**src/rtl/flag_condition_unit_if.sv**
```systemverilog
// flag_condition_unit_if
//   Request/result handshake bundle for the flag condition unit.
//   req_*  : condition evaluation request (valid/ready), opaque tag.
//   res_*  : registered result (valid/ready): taken bit, tag, flags used.
//   master : drives requests, consumes results (decode/control side).
//   slave  : the condition unit itself.
interface flag_condition_unit_if #(
    parameter int TAG_W = 4
);
    logic             req_valid;
    logic             req_ready;
    logic [3:0]       req_cond;
    logic [TAG_W-1:0] req_tag;
    logic             res_valid;
    logic             res_ready;
    logic             res_taken;
    logic [TAG_W-1:0] res_tag;
    logic [3:0]       res_flags;

    modport master (
        output req_valid, req_cond, req_tag, res_ready,
        input  req_ready, res_valid, res_taken, res_tag, res_flags
    );

    modport slave (
        input  req_valid, req_cond, req_tag, res_ready,
        output req_ready, res_valid, res_taken, res_tag, res_flags
    );
endinterface

```
**src/rtl/flag_condition_unit.sv**
```systemverilog
// flag_condition_unit
//   Evaluates a 4-bit condition code against the O/S/C/Z flags and returns a
//   registered taken/not-taken result through a one-entry output stage.
//   Flag values written in the same cycle (W_RF + wr_x) are forwarded so a
//   branch right after a flag-setting op sees the new flags.
// Ports:
//   CLK, RST          clock, synchronous active-high reset
//   bus (slave)       req_valid/req_ready/req_cond/req_tag,
//                     res_valid/res_ready/res_taken/res_tag/res_flags
//   flag_O..flag_Z    current flags-register outputs
//   wr_O..wr_Z        flag values being written this cycle
//   W_RF              flag write-enable code (flags-register encoding)
module flag_condition_unit #(
    parameter int TAG_W = 4
) (
    input  logic                  CLK,
    input  logic                  RST,
    flag_condition_unit_if.slave  bus,
    input  logic                  flag_O,
    input  logic                  flag_S,
    input  logic                  flag_C,
    input  logic                  flag_Z,
    input  logic                  wr_O,
    input  logic                  wr_S,
    input  logic                  wr_C,
    input  logic                  wr_Z,
    input  logic [2:0]            W_RF
);
    logic [3:0] eff;   // {O,S,C,Z} after forwarding
    logic       taken;
    logic       accept;
    logic       sign_lt;

    logic             res_valid_q;
    logic             res_taken_q;
    logic [TAG_W-1:0] res_tag_q;
    logic [3:0]       res_flags_q;

    // Forwarding: each W_RF code updates a nested subset of the flags;
    // unused codes update nothing.
    always_comb begin
        eff = {flag_O, flag_S, flag_C, flag_Z};
        case (W_RF)
            3'b001: eff = {flag_O, flag_S, flag_C, wr_Z};
            3'b010: eff = {flag_O, wr_S,   flag_C, wr_Z};
            3'b011: eff = {flag_O, wr_S,   wr_C,   wr_Z};
            3'b100: eff = {wr_O,   wr_S,   wr_C,   wr_Z};
            default: ;
        endcase
    end

    assign sign_lt = eff[2] ^ eff[3];

    always_comb begin
        taken = 1'b0;
        case (bus.req_cond)
            4'd0:  taken = 1'b1;
            4'd1:  taken = eff[0];
            4'd2:  taken = ~eff[0];
            4'd3:  taken = eff[1];
            4'd4:  taken = ~eff[1];
            4'd5:  taken = eff[2];
            4'd6:  taken = ~eff[2];
            4'd7:  taken = eff[3];
            4'd8:  taken = ~eff[3];
            4'd9:  taken = sign_lt;
            4'd10: taken = ~sign_lt;
            4'd11: taken = sign_lt | eff[0];
            4'd12: taken = ~(sign_lt | eff[0]);
            4'd13: taken = eff[1] | eff[0];
            4'd14: taken = ~eff[1] & ~eff[0];
            default: taken = 1'b0;
        endcase
    end

    // Ready depends only on the output stage so the producer never sees a
    // combinational loop through req_valid.
    assign bus.req_ready = ~res_valid_q | bus.res_ready;
    assign accept        = bus.req_valid & bus.req_ready;

    always_ff @(posedge CLK) begin
        if (RST) begin
            res_valid_q <= 1'b0;
            res_taken_q <= 1'b0;
            res_tag_q   <= '0;
            res_flags_q <= '0;
        end else if (accept) begin
            res_valid_q <= 1'b1;
            res_taken_q <= taken;
            res_tag_q   <= bus.req_tag;
            res_flags_q <= eff;
        end else if (bus.res_ready) begin
            // payload kept; only the valid bit drops on drain
            res_valid_q <= 1'b0;
        end
    end

    assign bus.res_valid = res_valid_q;
    assign bus.res_taken = res_taken_q;
    assign bus.res_tag   = res_tag_q;
    assign bus.res_flags = res_flags_q;
endmodule

```
**src/flat_wrapper.sv**
```systemverilog
// flat-port wrapper written by rule: the top's interface ports become plain ports
module flag_condition_unit_flat 
#(
    parameter int TAG_W = 4
)
  (CLK, RST, flag_O, flag_S, flag_C, flag_Z, wr_O, wr_S, wr_C, wr_Z, W_RF, bus_req_valid, bus_req_cond, bus_req_tag, bus_res_ready, bus_req_ready, bus_res_valid, bus_res_taken, bus_res_tag, bus_res_flags);
  flag_condition_unit_if #(.TAG_W(TAG_W)) bus_i ();
  input  logic CLK;
  input  logic RST;
  input  logic flag_O;
  input  logic flag_S;
  input  logic flag_C;
  input  logic flag_Z;
  input  logic wr_O;
  input  logic wr_S;
  input  logic wr_C;
  input  logic wr_Z;
  input  logic [2:0] W_RF;
  input wire logic [$bits(bus_i.req_valid)-1:0] bus_req_valid;
  input wire logic [$bits(bus_i.req_cond)-1:0] bus_req_cond;
  input wire logic [$bits(bus_i.req_tag)-1:0] bus_req_tag;
  input wire logic [$bits(bus_i.res_ready)-1:0] bus_res_ready;
  output wire logic [$bits(bus_i.req_ready)-1:0] bus_req_ready;
  output wire logic [$bits(bus_i.res_valid)-1:0] bus_res_valid;
  output wire logic [$bits(bus_i.res_taken)-1:0] bus_res_taken;
  output wire logic [$bits(bus_i.res_tag)-1:0] bus_res_tag;
  output wire logic [$bits(bus_i.res_flags)-1:0] bus_res_flags;
  assign bus_i.req_valid = bus_req_valid;
  assign bus_i.req_cond = bus_req_cond;
  assign bus_i.req_tag = bus_req_tag;
  assign bus_i.res_ready = bus_res_ready;
  assign bus_req_ready = bus_i.req_ready;
  assign bus_res_valid = bus_i.res_valid;
  assign bus_res_taken = bus_i.res_taken;
  assign bus_res_tag = bus_i.res_tag;
  assign bus_res_flags = bus_i.res_flags;
  flag_condition_unit #(.TAG_W(TAG_W)) u_core (.CLK(CLK), .RST(RST), .bus(bus_i), .flag_O(flag_O), .flag_S(flag_S), .flag_C(flag_C), .flag_Z(flag_Z), .wr_O(wr_O), .wr_S(wr_S), .wr_C(wr_C), .wr_Z(wr_Z), .W_RF(W_RF));
endmodule
```
**config.mk**
```make
export PLATFORM = sky130hd
export DESIGN_NAME = flag_condition_unit_flat
export DESIGN_NICKNAME = d
export VERILOG_FILES = /design/src/rtl/flag_condition_unit_if.sv /design/src/rtl/flag_condition_unit.sv /design/src/flat_wrapper.sv
export SDC_FILE = /design/constraint.sdc
export NUM_CORES = 1
export LEC_CHECK = 0
export BUFFER_PORTS_ARGS = -buffer_cell sky130_fd_sc_hd__buf_2
export CORE_UTILIZATION = 45
export DETAILED_ROUTE_END_ITERATION = 7
export GPL_TIMING_DRIVEN = 0
export MAX_ROUTING_LAYER = met4
export PLACE_DENSITY = 0.8
export SETUP_SLACK_MARGIN = 0.1
export SYNTH_ARGS = -nofsm -noshare
export SYNTH_HDL_FRONTEND = slang
export SYNTH_SLANG_ARGS = --single-unit
```
**constraint.sdc**
```tcl
create_clock -name CLK -period 4.4 [get_ports CLK]
set_input_delay 0.66 -clock CLK [delete_from_list [all_inputs] [get_ports CLK]]
set_output_delay 0.66 -clock CLK [all_outputs]
set_load 0.01 [all_outputs]
```
==> out/metrics.yaml <==
outcome:
  status: "finished, final reports clean"
clock_network:
  cts_buffers: 3
  holdBufCountCts: 0
  cts-root-buf: "clkbuf_4"
  post_cts_buffers: 0
  clk_latency_ns: 0.27
  cts_max_level: 1
  clock-sinks: 10
  cts_tree: "yes"
  clockBufferDepth: 2
  ctsResizeCount: 0
  path_clk_slew_ns: 0.08
synthesis:
  ys_warn_count: 0
  ys_seq_area_frac: 0.2744
  yosys-mux-area-fraction: 0.07890
  postSynthAreaPerCell_um2: 7.520
  synth_edf_count: 0
  async_reset_ff_frac: 0
  synthSimpleGateAreaFrac: 0.3105
  netlist_instances: 97
  syn_nets: 120
  synth-compound-area-share: 0.2659
  synthFlopType: "dfxtp_1"
  synth_adder_area_share: 0
  syn_area_um2: 729.5
  synthXorXnorAreaFrac: 0.01201
  yosysUniqueCellTypes: 38
  synth_top_family_by_area: "simple AND/OR/NAND/NOR gates"
  ys_seq_elements: 10
worst_setup_path:
  cp_slowest_cell: "mux2i_1"
  ff2ff_setup_slack_ns: 2.95
  end_kind: "flop"
  critPathKind: "primary input to flop"
  worstSetupStartpointType: "primary input"
  cp.arrival_ns: 2.40
  crit_chain: "buf_2, nor3b_2, mux2i_1, a211oi_1, a41oi_2, o311a_1, a31oi_1, o31a_1"
  crit_required_ns: 4.56
  critPathMaxFanout: 6
  cpPeakStageDelay_ns: 0.50
power:
  vdd_drop_max_mv: 0.1191
  leakage_nw: 0.4178
  powerDensity_mw_per_mm2: 276.2
floorplan:
  placementRows: 14
  start_util: 0.4842
  floorplan.die_area_mm2: 0.001786
  io_pins: 34
  die_x_um: 42.26
  core_mm2: 0.001506
  die_h_um: 42.26
global_routing:
  grt_overflow: 0
  antenna_found_initial: 0
  grt_pass1_wl_um: 3194
  met2_usage: 0.3846
  use_met1: 0.2861
  met3_usage: 0.06466
  gr-usage-all-layers: 0.2365
  grt_pass1_vias: 782
  top_usage_layer: "met2"
  grt_max_degree: 11
timing:
  setup_viol: 0
  finClkSkew_ns: 0.006941
  tightest_slew_ns: 0.4929
  setup-tns-final_ns: 0
  finalHoldViolations: 0
  fmax_mhz: 445.3
  min_period_ns: 2.246
  slew_headroom: 0.6620
  drv_slew: 0
  rsz0062_at_grt: "false"
  fin_crit_sh: 0.5103
routing:
  drc: 0
  drt_wl_total_um: 1879
  ant_nets: 0
  vias: 839
  vias_per_cell: 5.669
  avgRoutedWirePerCell_um: 12.70
  dr.pass1.iters: 4
  drtIter0Drc: 11
placed_design:
  numPortBuffers: 31
  hpwl_um: 1428
  place_congestion: 0.8041
final_layout:
  drive_above_1_share: 0.3409
  n_antenna_cell: 0
  fin_nets: 156
  utilization: 0.6246
  final_common_cell: "buf_2"
  area_growth_pct: 28.99
  final_cell_mix: "buf_2, nand2_1, dfxtp_1"
run:
  drv_cap: 0
hold_path:
  hold_path.class: "flop to flop"
-- registers in the layout, summed over array words and instances (netlist names) --
| register | count |
|---|---|
| u_core.bus.res_valid | 1 |
| u_core.bus.res_taken | 1 |
| u_core.bus.res_flags | 4 |
| u_core.bus.res_tag | 4 |
-- cells by family after synthesis --
family / count (synthesis)
xor gates and xnor gates: 1
AOI/OAI and AO/OA: 26
DFF: 10
muxes: 5
and+or+nand+nor: 47
buffers and inverters: 8
-- worst max-delay path: cells and delay by family --
family	cells	cell delay, ns
AOI/OAI and AO/OA	5	0.82
muxes	1	0.50
buffers and inverters	1	0.14
and+or+nand+nor	1	0.28
-- routing by layer --
metal / part of all wire / wire (µm) / up-vias
met4: 0 / 0 / 0
met2: 0.51 / 949 / 30
met3: 0.054 / 102 / 0
met1: 0.44 / 827 / 386
met5: 0 / 0 / -
li1: - / - / 423
-- cells in the mapped netlist (2+ instances only) --
master | n | area (µm²)
o21ai_0 | 2 | 10.01
o211ai_2 | 2 | 25.02
nand4_1 | 2 | 12.51
nand2b_1 | 2 | 12.51
and2_1 | 2 | 12.51
inv_1 | 2 | 7.510
dfxtp_1 | 10 | 200.2
nor4_1 | 2 | 12.51
mux2i_1 | 2 | 20.02
nand4b_1 | 2 | 17.52
nor2_1 | 9 | 33.78
a211oi_1 | 3 | 22.52
clkbuf_1 | 3 | 11.26
a21oi_1 | 8 | 40.04
o31a_1 | 2 | 17.52
nand2_1 | 21 | 78.83
nor3_1 | 2 | 10.01
-- path summary, 6_finish.rpt --
check | start | end | cells past startpoint
max | W_RF[1] | u_core.bus.res_taken$_SDFFE_PP0P_ | 8
max reg2reg | u_core.bus.res_valid$_SDFFE_PP0P_ | u_core.bus.res_taken$_SDFFE_PP0P_ | 6
min | u_core.bus.res_tag[0]$_SDFFE_PP0P_ | u_core.bus.res_tag[0]$_SDFFE_PP0P_ | 2
min reg2reg | u_core.bus.res_tag[0]$_SDFFE_PP0P_ | u_core.bus.res_tag[0]$_SDFFE_PP0P_ | 2
-- layout make-up --
| class | count | area [µm²] |
|---|---|---|
| inverter | 2 | 7.507 |
| buffer | 6 | 35.03 |
| sequential | 10 | 200.2 |
| multi-input combinational | 79 | 486.7 |
| fill | 157 | 565.5 |
| timing repair buffer | 31 | 155.1 |
| tap | 16 | 20.02 |
| clock buffer | 4 | 36.28 |
-- report_power, final --
group	switching (mW)	total (mW)	internal, mW
Combinational	0.0418	0.0746	0.0329
Sequential	0.00284	0.0997	0.0969
Clock	0.0352	0.0855	0.0503
Total	0.0798	0.260	0.180
-- per-stage QoR --
| stage | cell area [µm²] | setup WS (ns) | power, mW | instances | hold slack, ns |
|---|---|---|---|---|---|
| global placement | 904.6 | 1.961 | 0.1728 | 144 | 0.4383 |
| detailed placement | 904.6 | 1.886 | 0.1761 | 144 | 0.4446 |
| finish | 940.9 | 2.155 | 0.2599 | 148 | 0.4509 |
| global route | 940.9 | 2.006 | 0.2763 | 148 | 0.4792 |
| floorplan | 729.5 | 2.351 | 0.1484 | 97 | 0.4805 |
| CTS | 940.9 | 2.171 | 0.2618 | 148 | 0.4552 |
No activity file was read; power rests on OpenSTA's default activity.
